### config.mk
export PLATFORM = sky130hd
export DESIGN_NAME = uart_tx_arbiter
export DESIGN_NICKNAME = d
export VERILOG_FILES = /design/src/rtl/uart_tx_arbiter.sv
export SDC_FILE = /design/constraint.sdc
export NUM_CORES = 1
export LEC_CHECK = 0
export ABC_AREA = 1
export BUFFER_PORTS_ARGS = -buffer_cell sky130_fd_sc_hd__buf_4
export CAP_MARGIN = 30
export CORE_MARGIN = 5
export CORE_UTILIZATION = 51
export DETAILED_ROUTE_END_ITERATION = 8
export GPL_TIMING_DRIVEN = 0
export PLACE_DENSITY = 0.78
export SLEW_MARGIN = 20
export SYNTH_ARGS = -nofsm -noshare
export SYNTH_HDL_FRONTEND = slang
export SYNTH_SLANG_ARGS = --single-unit
### constraint.sdc
create_clock -name clk -period 3.85 [get_ports clk]
set_input_delay 0.385 -clock clk [delete_from_list [all_inputs] [get_ports clk]]
set_output_delay 0.385 -clock clk [all_outputs]
set_load 0.02 [all_outputs]
### src/rtl/uart_tx_arbiter.sv
//==============================================================================
// Module   : uart_tx_arbiter
// Purpose  : Round-robin, frame-locked arbiter sharing one UART transmitter
//            between NUM_REQ requesters. The owner keeps the transmitter until
//            it sends a byte flagged last, or until it withholds its next byte
//            for IDLE_TIMEOUT cycles.
// Revision : 1.0 - initial release
//------------------------------------------------------------------------------
// Parameters
//   NUM_REQ      : number of requesters (2..16)
//   IDLE_TIMEOUT : cycles the owner may withhold its next byte before the
//                  frame is aborted; 0 disables the timeout
// Ports
//   clk          : system clock
//   reset        : asynchronous, active-high reset
//   req          : requester i has a valid byte on req_data[8i+7:8i]
//   req_data     : byte of each requester, packed 8 bits per requester
//   req_last     : byte of requester i is the last byte of its frame
//   req_ack      : one-cycle pulse, byte of the owner consumed
//   grant        : one-hot current owner, all zero when idle
//   tx_data      : byte to the UART transmitter, held until the next load
//   tx_start     : one-cycle pulse, transmitter loads tx_data
//   tx_busy      : transmitter busy, rises at most 1 cycle after tx_start
//   frame_done   : one-cycle pulse, frame completed normally
//   frame_abort  : one-cycle pulse, frame aborted by timeout
// Build option
//   UART_TX_ARB_ID_HDR_EN : when defined, every grant first transmits the
//                  header byte 8'hA0 | owner index before the payload.
//==============================================================================
`default_nettype none

module uart_tx_arbiter #(
    parameter int NUM_REQ      = 4,
    parameter int IDLE_TIMEOUT = 1024
) (
    input  logic                   clk,
    input  logic                   reset,
    input  logic [NUM_REQ-1:0]     req,
    input  logic [8*NUM_REQ-1:0]   req_data,
    input  logic [NUM_REQ-1:0]     req_last,
    output logic [NUM_REQ-1:0]     req_ack,
    output logic [NUM_REQ-1:0]     grant,
    output logic [7:0]             tx_data,
    output logic                   tx_start,
    input  logic                   tx_busy,
    output logic                   frame_done,
    output logic                   frame_abort
);

    //--------------------------------------------------------------------------
    // Constants
    //--------------------------------------------------------------------------
    localparam int c_IDX_W  = (NUM_REQ > 1) ? $clog2(NUM_REQ) : 1;
    // Counter must be able to hold the value IDLE_TIMEOUT itself.
    localparam int c_TO_W   = (IDLE_TIMEOUT > 0) ? $clog2(IDLE_TIMEOUT + 1) : 1;
    localparam bit c_TO_EN  = (IDLE_TIMEOUT > 0);
    // The abort fires on the cycle whose increment would reach IDLE_TIMEOUT.
    localparam logic [c_TO_W-1:0] c_TO_LAST =
        c_TO_W'((IDLE_TIMEOUT > 0) ? (IDLE_TIMEOUT - 1) : 0);

    localparam logic [1:0] c_ST_IDLE      = 2'd0;
    localparam logic [1:0] c_ST_SEND      = 2'd1;
    localparam logic [1:0] c_ST_WAIT_BUSY = 2'd2;
    localparam logic [1:0] c_ST_WAIT_DONE = 2'd3;

    //--------------------------------------------------------------------------
    // Registers
    //--------------------------------------------------------------------------
    logic [1:0]          r_state;
    logic [c_IDX_W-1:0]  r_owner;
    logic [c_IDX_W-1:0]  r_last_owner;
    logic                r_last_flag;
    logic [c_TO_W-1:0]   r_cnt;
    logic [NUM_REQ-1:0]  r_grant;
    logic [NUM_REQ-1:0]  r_req_ack;
    logic [7:0]          r_tx_data;
    logic                r_tx_start;
    logic                r_frame_done;
    logic                r_frame_abort;

    //--------------------------------------------------------------------------
    // Combinational signals
    //--------------------------------------------------------------------------
    logic [1:0]          w_state_nxt;
    logic                w_found;
    logic [c_IDX_W-1:0]  w_win;
    logic [NUM_REQ-1:0]  w_win_onehot;
    logic                w_owner_req;
    logic                w_owner_last;
    logic [7:0]          w_owner_data;
    logic [NUM_REQ-1:0]  w_owner_onehot;
    logic [7:0]          w_hdr_byte;
    logic                w_hdr_pending;
    logic                w_grant_now;
    logic                w_load_hdr;
    logic                w_load_pay;
    logic                w_load;
    logic                w_cnt_run;
    logic                w_timeout;
    logic                w_finish;

    //--------------------------------------------------------------------------
    // Round-robin search: first set req bit starting just after the previous
    // owner, wrapping around. Only consulted in IDLE.
    //--------------------------------------------------------------------------
    always_comb begin
        w_found = 1'b0;
        w_win   = '0;
        for (int k = 0; k < NUM_REQ; k++) begin
            if (!w_found && req[(int'(r_last_owner) + 1 + k) % NUM_REQ]) begin
                w_found = 1'b1;
                w_win   = c_IDX_W'((int'(r_last_owner) + 1 + k) % NUM_REQ);
            end
        end
    end

    always_comb begin
        w_win_onehot = '0;
        for (int i = 0; i < NUM_REQ; i++) begin
            w_win_onehot[i] = (w_win == c_IDX_W'(i));
        end
    end

    //--------------------------------------------------------------------------
    // Owner slice selection (mux written as a loop so non power-of-two
    // NUM_REQ never indexes beyond the packed vectors).
    //--------------------------------------------------------------------------
    always_comb begin
        w_owner_req    = 1'b0;
        w_owner_last   = 1'b0;
        w_owner_data   = 8'h00;
        w_owner_onehot = '0;
        for (int i = 0; i < NUM_REQ; i++) begin
            if (r_owner == c_IDX_W'(i)) begin
                w_owner_req       = req[i];
                w_owner_last      = req_last[i];
                w_owner_data      = req_data[8*i +: 8];
                w_owner_onehot[i] = 1'b1;
            end
        end
    end

    assign w_hdr_byte = 8'hA0 | 8'(r_owner);

    //--------------------------------------------------------------------------
    // Optional identification header
    //--------------------------------------------------------------------------
`ifdef UART_TX_ARB_ID_HDR_EN
    logic r_hdr_pending;

    // Armed on every grant, consumed by the first load of the frame.
    always_ff @(posedge clk or posedge reset) begin
        if (reset) begin
            r_hdr_pending <= 1'b0;
        end else if (w_grant_now) begin
            r_hdr_pending <= 1'b1;
        end else if (w_load_hdr) begin
            r_hdr_pending <= 1'b0;
        end
    end

    assign w_hdr_pending = r_hdr_pending;
`else
    assign w_hdr_pending = 1'b0;
`endif

    //--------------------------------------------------------------------------
    // FSM process 1: state register
    //--------------------------------------------------------------------------
    always_ff @(posedge clk or posedge reset) begin
        if (reset) begin
            r_state <= c_ST_IDLE;
        end else begin
            r_state <= w_state_nxt;
        end
    end

    //--------------------------------------------------------------------------
    // FSM process 2: next-state logic
    //--------------------------------------------------------------------------
    always_comb begin
        w_state_nxt = r_state;
        case (r_state)
            c_ST_IDLE: begin
                if (w_grant_now) begin
                    w_state_nxt = c_ST_SEND;
                end
            end
            c_ST_SEND: begin
                if (w_load) begin
                    w_state_nxt = c_ST_WAIT_BUSY;
                end else if (w_timeout) begin
                    w_state_nxt = c_ST_IDLE;
                end
            end
            // Covers the transmitter's busy-rise latency; tx_busy is not
            // trustworthy in this cycle.
            c_ST_WAIT_BUSY: begin
                w_state_nxt = c_ST_WAIT_DONE;
            end
            c_ST_WAIT_DONE: begin
                if (!tx_busy) begin
                    w_state_nxt = r_last_flag ? c_ST_IDLE : c_ST_SEND;
                end
            end
            default: begin
                w_state_nxt = c_ST_IDLE;
            end
        endcase
    end

    //--------------------------------------------------------------------------
    // FSM process 3: output / action decode
    //--------------------------------------------------------------------------
    always_comb begin
        w_grant_now = (r_state == c_ST_IDLE) && w_found;
        w_load_hdr  = (r_state == c_ST_SEND) && w_hdr_pending && !tx_busy;
        w_load_pay  = (r_state == c_ST_SEND) && !w_hdr_pending &&
                      w_owner_req && !tx_busy;
        w_load      = w_load_hdr || w_load_pay;
        // The counter only runs while the owner withholds data; a pending
        // byte blocked by tx_busy holds the count.
        w_cnt_run   = c_TO_EN && (r_state == c_ST_SEND) &&
                      !w_hdr_pending && !w_owner_req;
        w_timeout   = w_cnt_run && (r_cnt == c_TO_LAST);
        w_finish    = (r_state == c_ST_WAIT_DONE) && !tx_busy && r_last_flag;
    end

    //--------------------------------------------------------------------------
    // Datapath and registered outputs
    //--------------------------------------------------------------------------
    always_ff @(posedge clk or posedge reset) begin
        if (reset) begin
            r_owner       <= '0;
            r_last_owner  <= c_IDX_W'(NUM_REQ - 1);
            r_last_flag   <= 1'b0;
            r_cnt         <= '0;
            r_grant       <= '0;
            r_req_ack     <= '0;
            r_tx_data     <= 8'h00;
            r_tx_start    <= 1'b0;
            r_frame_done  <= 1'b0;
            r_frame_abort <= 1'b0;
        end else begin
            // Pulse outputs default low every cycle.
            r_req_ack     <= '0;
            r_tx_start    <= 1'b0;
            r_frame_done  <= 1'b0;
            r_frame_abort <= 1'b0;

            if (w_grant_now) begin
                r_owner <= w_win;
                r_grant <= w_win_onehot;
            end

            // tx_start, tx_data and req_ack become visible together in the
            // following cycle, so the transmitter samples a stable byte.
            if (w_load) begin
                r_tx_data   <= w_load_hdr ? w_hdr_byte : w_owner_data;
                r_tx_start  <= 1'b1;
                r_req_ack   <= w_load_pay ? w_owner_onehot : '0;
                r_last_flag <= w_load_pay && w_owner_last;
            end

            if (w_grant_now || w_load || w_timeout) begin
                r_cnt <= '0;
            end else if (w_cnt_run) begin
                r_cnt <= r_cnt + c_TO_W'(1);
            end

            if (w_timeout) begin
                r_frame_abort <= 1'b1;
                r_last_owner  <= r_owner;
                r_grant       <= '0;
            end

            if (w_finish) begin
                r_frame_done <= 1'b1;
                r_last_owner <= r_owner;
                r_grant      <= '0;
            end
        end
    end

    assign req_ack     = r_req_ack;
    assign grant       = r_grant;
    assign tx_data     = r_tx_data;
    assign tx_start    = r_tx_start;
    assign frame_done  = r_frame_done;
    assign frame_abort = r_frame_abort;

endmodule

`default_nettype wire

==> run metrics, run 1 <==
outcome finished, final reports clean; min cycle time layout approximately 1.9 ns; fin worst setup slack approximately 2 ns; clock transition at the registers of the reported paths ~0.080 ns; number of fill cells 402; CTS Hold Buffers Added 0; maxcap violations 0; Iter 0 DRT Violations 40; initial antenna violation count 0; vias per std cell 5.10; Site Rows 24; post-cts resize count 0; IO Port Bufs just over 60; layout cell share with drive strength beyond 1 0.277; worst-margin pin slew around 0.76 ns; Synth Instances ~310; Post-CTS Setup Repair Bufs 0; final hold violations 0; post-synth net total ~350; largest net degree at the start of global routing 38; worst path arrival time just over 2 ns; Starting Density 0.523; H-tree Lvls 2; Detailed Place HPWL 4140 um; TritonCTS Buffers 5; EDFF count, synth 0; DRT Pass-1 Iters 6; pwr/cell area approximately 710 nW/um^2; first-pass GRT wire length 9090 um; worst-path fanout max 5; Async SR Flop Fraction 1.00; nets approximately 420; vias in the first global route 2171; Slew Limit Fails 0; worst min-delay path class in2async; max_slew headroom 0.493; CTS root buf clkbuf_8; maximum clock path buffer count 2; f_max around 530 MHz; flop2flop setup slack about 2.0 ns; Yosys warnings 0; die area ~5900 um^2; Hold WS between 0.2 and 0.25 ns; Clock Skew 0.00925 ns; final WL roughly 5400 um; Worst setup EP type flop; CP Data Required Time roughly 4 ns; ys flop type dfrtp_1; Seq/Total Area, Yosys 0.410; fin crit share 0.487; Die Y about 77 um; drt drc 0; Worst setup SP type flop; antenna cells 0; Synth-to-Final Area Change 29.0%; Die X about 77 um; mean post-synth cell area around 7.4 um^2; Setup-failing EPs final 0; CTS Sinks 37; maximum vdd drop between 300 and 400 uV; Final Util 0.675; Setup TNS Final 0 ns; Synth cell types 34; Post-Place Worst Slack around 2.0 ns; TritonCTS clock tree done; Worst-Skew Late Latency 0.29 ns; Total GRT Usage 0.188; GRT Residual Overflow 0; area of the core about 4300 um^2; RePlAce Congestion 0.865; Syn Std Cell Area 2260 um^2; vias 2182; total power 2.07 mW; drt wl/cell around 13 um; antenna-violating nets left 0; RSZ-0062 raised after global routing no; critical path class reg2reg; flops & latches, synth 37; Ports a little over 60; P_leak 1.61 nW
==> per-layer routing <==
layer	vias up	part of all wire	GRT usage
li1	1126	-	-
met1	991	0.44	0.216
met2	59	0.48	0.330
met3	6	0.073	0.0650
met4	0	0.011	0.0507
met5	-	0	0
==> through the flow <==
stage               instance area (um^2)  instances
finish                              2920        428
global route                        2920        428
CTS                                 2920        428
detailed placement                  2790        420
global placement                    2790        420
floorplan                           2260        307
==> cell families (layout without fill, tap and decap cells) <==
family | after synthesis | after routing | synth area share
DFF | 37 | 37 | 0.410
adders and majority gates | 1 | 1 | 0.00553
xor gates and xnor gates | 8 | 8 | 0.0310
AOI/OAI and AO/OA | 33 | 33 | 0.0863
buffers and inverters | 46 | 115 | 0.0885
and+or+nand+nor | 182 | 182 | 0.378
==> critical path, cell delays in order, from the launching register on <==
cell	delay [ns]
dfrtp_1	0.42
ha_1	0.21
nand2_1	0.07
nor2_2	0.18
nand2_1	0.12
nor2_1	0.15
nand3_2	0.12
nand2_2	0.14
inv_2	0.06
nand2_1	0.10
nor2_1	0.05
o21bai_1	0.14
==> placed cells by master, fill, tap and decap left out, drive strengths merged <==
cell type    n
dfrtp       35
a21oi        4
o21bai       2
nand2      119
clkbuf       6
xnor2        4
clkinv       3
nor2        15
nand3       27
nor3         4
o21ai       20
buf         68
inv         36
o311ai       1
a221oi       2
bufinv       2
xor2         4
a21boi       1
o22ai        1
ha           1
dfstp        2
o21a         1
nand4       16
nand3b       1
o211ai       1
==> where the power goes <==
group / internal (mW) / leakage, nW / switching [mW]
logic: 0.394 / 1.05 / 0.699
clock network: 0.257 / 0.0681 / 0.145
registers: 0.500 / 0.488 / 0.0775
==> state kept, by name (all words and copies together), names as in the netlist, named ones only <==
signal	flops
r_last_owner	2
frame_abort	1
req_ack	4
frame_done	1
r_owner	2
r_last_flag	1
grant	4
r_state	1
tx_start	1
tx_data	8
r_cnt	11
==> cell type report <==
type                            instances  area [um^2]  share of cell area
Clock inverter                          3         65.1              0.0223
Buffer                                  8         56.3              0.0193
Multi-Input combinational cell        224         1130               0.388
Clock buffer                            5         68.8              0.0236
Tap cell                               52         65.1              0.0223
Inverter                               38          144              0.0493
Sequential cell                        37          928               0.318
Timing Repair Buffer                   61          458               0.157
==> Yosys cell counts (2+ instances only) <==
library cell  number  area, um^2
inv_1             31         116
nand4_1           15        93.8
nor3_1             4        20.0
buf_6              2        22.5
nand3_2            3        30.0
dfrtp_1           35         876
o21bai_1           2        15.0
nand2_4            2        22.5
dfstp_2            2        52.6
a21oi_1            4        20.0
nor2_4             3        33.8
xor2_1             4        35.0
a221oi_1           2        17.5
buf_4              2        15.0
nor2_1            10        37.5
o21ai_0           20         100
nand2_1          110         413
nor2_2             2        12.5
nand2_2            7        43.8
nand3_1           24         120
inv_2              5        18.8
buf_2              3        15.0
xnor2_1            4        35.0
==> final timing paths <==
check | from | end | depth (start not counted)
max | r_cnt[0] | grant[1] | 11
min | reset | req_ack[2] | 2
max reg2reg | r_cnt[0] | grant[1] | 11
min reg2reg | r_cnt[10] | frame_abort | 1
max in group asynchronous | reset | grant[3] | 2
min in group clk | req_last[3] | r_last_flag | 3
No activity file was read; power rests on OpenSTA's default activity.
==> inputs of run 2 (changes only) <==
--- a/config.mk
+++ b/config.mk
@@ -9,10 +9,10 @@
 export BUFFER_PORTS_ARGS = -buffer_cell sky130_fd_sc_hd__buf_4
 export CAP_MARGIN = 30
 export CORE_MARGIN = 5
-export CORE_UTILIZATION = 51
+export CORE_UTILIZATION = 47
 export DETAILED_ROUTE_END_ITERATION = 8
 export GPL_TIMING_DRIVEN = 0
-export PLACE_DENSITY = 0.78
+export PLACE_DENSITY = 0.76
 export SLEW_MARGIN = 20
 export SYNTH_ARGS = -nofsm -noshare
 export SYNTH_HDL_FRONTEND = slang
==> constraint.sdc (replaced) <==
create_clock -name clk -period 1.65 [get_ports clk]
set_input_delay 0.165 -clock clk [delete_from_list [all_inputs] [get_ports clk]]
set_output_delay 0.165 -clock clk [all_outputs]
set_load 0.02 [all_outputs]
==> run 2 against run 1 <==
The flow now finishes with violations (hold timing, setup timing). Final cell count increased by 5.1%. Sequential share of layout area is 3.0 points lower. Utilization up 1.1 points. Largest power group unchanged. Count of clock-buffer cells in the layout unchanged. Clock power rose by 99%. Maximum frequency up 2.5%. Final area rose by 10%. Global-route usage up 0.75 points. Clock skew fell by 0.0039 ns. Register-to-register slack lost 2.2 ns. Critical path depth up 1. Critical path type unchanged. Non-clock buffer count grew 18.
==> run metrics, run 2 (synthesis results as in run 1) <==
CTS Sinks 37 (unchanged); area of the core 4690 um^2 (was 4320 um^2); placed cell count 422 (was 420); maxcap violations 0 (unchanged); Worst-Skew Late Latency 0.30 ns (was 0.29 ns); TritonCTS Buffers 5 (unchanged); fin crit share 1.11 (was 0.487); max reg flops 11 (unchanged); CTS root buf clkbuf_8 (unchanged); maximum vdd drop 1050 uV (was 390 uV); Ports 62 (unchanged); Worst setup EP type flop (unchanged); P_leak 1.73 nW (was 1.61 nW); Synth-to-Final Area Change 42.3% (was 29.0%); min cycle time layout 1.83 ns (was 1.87 ns); Die X 79.4 um (was 76.6 um); max_slew headroom 0.496 (was 0.493); CP startpoint r_last_owner[0] (was r_cnt[0]); pwr/cell area 1780 nW/um^2 (was 710 nW/um^2); most frequent cells in the layout nand2_1, buf_4, dfrtp_1 (unchanged); worst-margin pin slew 0.755 ns (was 0.760 ns); H-tree Lvls 2 (unchanged); drt drc 0 (unchanged); antenna-violating nets left 0 (unchanged); vias 2386 (was 2182); vias in the first global route 2334 (was 2171); clock transition at the registers of the reported paths 0.08 ns (about the same); Detailed Place HPWL 4180 um (was 4140 um); Site Rows 25 (was 24); flop2flop setup slack -0.18 ns (was 1.98 ns); IO Port Bufs 61 (unchanged); TritonCTS clock tree done (unchanged); vias per std cell 5.30 (was 5.10); Starting Density 0.482 (was 0.523); die area 6300 um^2 (was 5870 um^2); critical path class reg2reg (unchanged); worst min-delay path class in2async (unchanged); f_max 547 MHz (was 533 MHz); Clock Skew 0.00533 ns (was 0.00925 ns); largest net degree at the start of global routing 38 (unchanged); GRT Residual Overflow 0 (unchanged); Iter 0 DRT Violations 112 (was 40); first-pass GRT wire length 9850 um (was 9090 um); drt wl/cell 13.9 um (was 12.5 um); RePlAce Congestion 0.864 (was 0.865); Non-Filler Instances 450 (was 428); antenna cells 0 (unchanged); initial antenna violation count 0 (unchanged); commonest non-fill, non-tap cell in the layout nand2_1 (unchanged); worst setup path endpoint grant[1] (unchanged); Total GRT Usage 0.195 (was 0.188); layout cell share with drive strength beyond 1 0.386 (was 0.277); worst path arrival time 2.05 ns (about the same); Worst setup SP type flop (unchanged); CTS Hold Buffers Added 0 (unchanged); DRT Pass-1 Iters 4 (was 6); Slew Limit Fails 0 (unchanged); Setup TNS Final -2.50 ns (was 0 ns); total power 5.71 mW (was 2.07 mW); Top reg by flops r_cnt (unchanged); outcome complete, but fails checks (was finished, final reports clean); CP Data Required Time 1.87 ns (was 4.03 ns); reg2reg end grant[1] (unchanged); maximum clock path buffer count 2 (unchanged); final hold violations 3 (was 0); worst-path fanout max 6 (was 5); fin worst setup slack -0.179 ns (was 1.98 ns); final WL 6240 um (was 5360 um); worst r2r src r_last_owner[0] (was r_cnt[0]); Setup-failing EPs final 18 (was 0); Die Y 79.4 um (was 76.6 um); RSZ-0062 raised after global routing yes (was no); R2R depth 12 (was 11); failing checks hold timing, setup timing; Hold WS -0.00281 ns (was 0.226 ns); nets 439 (was 419)
-- run 2: layout make-up --
cell class / count / area [um^2]
well taps: 54 / 67.6
clock inverters: 3 / 46.3
plain buffers: 8 / 60.1
inverters: 38 / 151
repair buffers: 79 / 604
flip-flops and latches: 37 / 928
multi-input cells: 226 / 1290
fillers: 387 / 1470
clock buffers: 5 / 68.8
-- run 2: what timing repair did --
item / in CTS / in global routing
setup buffers: 8 / 9
setup endpoints to repair: 27 / 33
cloned: 2 / 1
resized for setup: 20 / 38
pin swaps: 5 / 19
-- run 2: worst min-delay path by stage --
stage	from	end	slack [ns]
3_5_place_dp	reset	tx_start	0.36
5_1_grt	reset	r_cnt[2]	0.06
6_report	reset	tx_start	-0.003
4_1_cts	reset	tx_start	0.04
2_1_floorplan	req_last[3]	r_last_flag	0.29
3_3_place_gp	req_last[3]	r_last_flag	0.39
-- run 2: where the power goes --
group | internal, mW | switching [mW]
sequential | 1.17 | 0.170
combinational | 1.44 | 2.13
clock | 0.452 | 0.349
-- run 2: through the flow --
step	worst slack (ns)	instance area [um^2]	util
3_3_place_gp	-0.162	2790	0.594
2_1_floorplan	0.0410	2260	-
5_1_grt	-0.298	3220	0.686
6_report	-0.179	3220	0.686
4_1_cts	-0.123	3030	0.645
3_5_place_dp	-0.214	2790	0.594
-- run 2: per-layer routing --
layer  up-vias  GRT usage  wire length [um]
li1       1166          -                 -
met5         -          0                 0
met2        99      0.343              3150
met3        12     0.0576               489
met4         0     0.0704               113
met1      1109      0.225              2480
-- run 2: worst max-delay path, stage by stage, from the launching register on --
cell	delay (ns)
dfstp_2	0.55
buf_6	0.12
nand2_2	0.07
nand3_2	0.10
nand2_2	0.09
nor2_4	0.18
buf_6	0.12
nand3_4	0.07
nand2_2	0.09
nand2_2	0.08
nand2_2	0.09
nand2_4	0.05
o21bai_1	0.14
==> inputs of run 3 (changes only) <==
--- a/config.mk
+++ b/config.mk
@@ -13,6 +13,7 @@
 export DETAILED_ROUTE_END_ITERATION = 8
 export GPL_TIMING_DRIVEN = 0
 export PLACE_DENSITY = 0.76
+export SKIP_CTS_REPAIR_TIMING = 1
 export SLEW_MARGIN = 20
 export SYNTH_ARGS = -nofsm -noshare
 export SYNTH_HDL_FRONTEND = slang
==> run 3 against run 2 <==
The flow still finishes with violations (hold timing, setup timing). Die area unchanged. Critical path depth unchanged. Worst setup slack improved by 0.012 ns. Final area decreased by 0.78%. Critical path type unchanged.
==> run metrics, run 3 (synthesis results as in run 1) <==
outcome complete, but fails checks (unchanged); failing checks hold timing, setup timing (unchanged); Synth-to-Final Area Change 41.2% (was 42.3%); drt wl/cell 13.5 um (was 13.9 um); Hold WS -0.00234 ns (was -0.00281 ns); TritonCTS clock tree done (unchanged); commonest non-fill, non-tap cell in the layout nand2_1 (unchanged); worst setup path endpoint r_cnt[0] (was grant[1]); GRT Residual Overflow 0 (unchanged); Slew Limit Fails 0 (unchanged); worst r2r src r_last_owner[0] (unchanged); Worst-Skew Late Latency 0.29 ns (was 0.30 ns); antenna cells 0 (unchanged); min cycle time layout 1.82 ns (was 1.83 ns); H-tree Lvls 2 (unchanged); vias in the first global route 2242 (was 2334); CTS Sinks 37 (unchanged); final hold violations 1 (was 3); Setup-failing EPs final 22 (was 18); CP startpoint r_last_owner[0] (unchanged); Die Y 79.4 um (unchanged); FF/Latch Area 930 um^2 (was 928 um^2); critical path class reg2reg (unchanged); max reg flops 11 (unchanged); Die X 79.4 um (unchanged); reg2reg end r_cnt[0] (was grant[1]); pwr/cell area 1730 nW/um^2 (was 1780 nW/um^2); maximum vdd drop 1030 uV (was 1050 uV); flop2flop setup slack -0.17 ns (was -0.18 ns); max_slew headroom 0.492 (was 0.496); number of fill cells 385 (was 387); clock transition at the registers of the reported paths 0.08 ns (about the same); first-pass GRT wire length 9270 um (was 9850 um); TritonCTS Buffers 5 (unchanged); Site Rows 25 (unchanged); antenna-violating nets left 0 (unchanged); P_leak 1.71 nW (was 1.73 nW); R2R depth 12 (unchanged); Worst setup EP type flop (unchanged); RePlAce Congestion 0.864 (unchanged); Clock Skew 0.0117 ns (was 0.00533 ns); worst-margin pin slew 0.760 ns (was 0.755 ns); DRT Pass-1 Iters 4 (unchanged); fin worst setup slack -0.167 ns (was -0.179 ns); f_max 550 MHz (was 547 MHz); die area 6300 um^2 (unchanged); worst-path fanout max 5 (was 6); initial antenna violation count 0 (unchanged); total power 5.52 mW (was 5.71 mW); Worst setup SP type flop (unchanged); IO Port Bufs 61 (unchanged); fin crit share 1.10 (was 1.11); CTS root buf clkbuf_8 (unchanged); maximum clock path buffer count 2 (unchanged); Total GRT Usage 0.183 (was 0.195); vias per std cell 5.21 (was 5.30); Post-Place Worst Slack -0.214 ns (unchanged); RSZ-0062 raised after global routing yes (unchanged); final WL 6100 um (was 6240 um); layout cell share with drive strength beyond 1 0.379 (was 0.386); maxcap violations 0 (unchanged); Top reg by flops r_cnt (unchanged); most frequent cells in the layout nand2_1, buf_4, dfrtp_1 (unchanged); Iter 0 DRT Violations 148 (was 112); worst min-delay path class in2async (unchanged); Ports 62 (unchanged); CP Data Required Time 1.87 ns (about the same); Detailed Place HPWL 4180 um (unchanged); area of the core 4690 um^2 (unchanged); nets 439 (unchanged); vias 2345 (was 2386); worst path arrival time 2.04 ns (was 2.05 ns); Starting Density 0.482 (unchanged); largest net degree at the start of global routing 38 (unchanged); drt drc 0 (unchanged); Multi-input gate area 1260 um^2 (was 1290 um^2)
## run 3: cell types whose count changed in the layout (fill, tap and decap cells not counted), sizes merged
cell / previous run / this run
clkinvlp: 2 / 1
clkbuf: 5 / 7
nor2: 17 / 16
clkinv: 1 / 2
buf: 87 / 86
## run 3: worst min-delay path by stage
stage	from	end	cells past startpoint	slack (ns)
finish	reset	tx_start	2	-0.002
floorplan	req_last[3]	r_last_flag	2	0.29
global route	reset	r_cnt[2]	2	0.07
global placement	req_last[3]	r_last_flag	3	0.39
detailed placement	reset	tx_start	2	0.36
CTS	reset	tx_start	2	0.04
## run 3: final cells by class
cell class / count / area share
Inverter: 38 / 0.0470
Sequential cell: 37 / 0.291
Clock inverter: 3 / 0.0145
Multi-Input combinational cell: 225 / 0.395
Buffer: 8 / 0.0184
Tap cell: 54 / 0.0212
Timing Repair Buffer: 80 / 0.192
Clock buffer: 5 / 0.0216
## run 3: metrics by stage
stage          cells  area [um^2]  utilization  TNS, ns
2_1_floorplan    307         2260            -        0
3_3_place_gp     422         2790        0.594    -2.10
3_5_place_dp     422         2790        0.594    -3.04
4_1_cts          430         2900        0.619    -3.28
5_1_grt          450         3190        0.681    -5.89
6_report         450         3190        0.681    -2.06
## run 3: critical path: stages, from the launching register on
cell and delay [ns]:
dfstp_2 0.58, buf_6 0.13, nand2_2 0.06, nand3_2 0.09
nand2_2 0.08, nor2_4 0.15, nand3_4 0.10, nand2_4 0.12
nand2_8 0.08, inv_4 0.07, buf_4 0.14, nand4_1 0.08
nand2_1 0.06
## run 3: where the power goes
part	switching, mW	internal [mW]	total (mW)	leakage [nW]
combinational	2.00	1.38	3.37	1.17
clock	0.340	0.452	0.792	0.0543
sequential	0.184	1.17	1.35	0.486
total	2.52	3.00	5.52	1.71
## run 3: routing by layer
layer / track usage / part of all wire
met1: 0.210 / 0.41
met2: 0.324 / 0.50
met3: 0.0553 / 0.076
met4: 0.0567 / 0.012
met5: 0 / 0
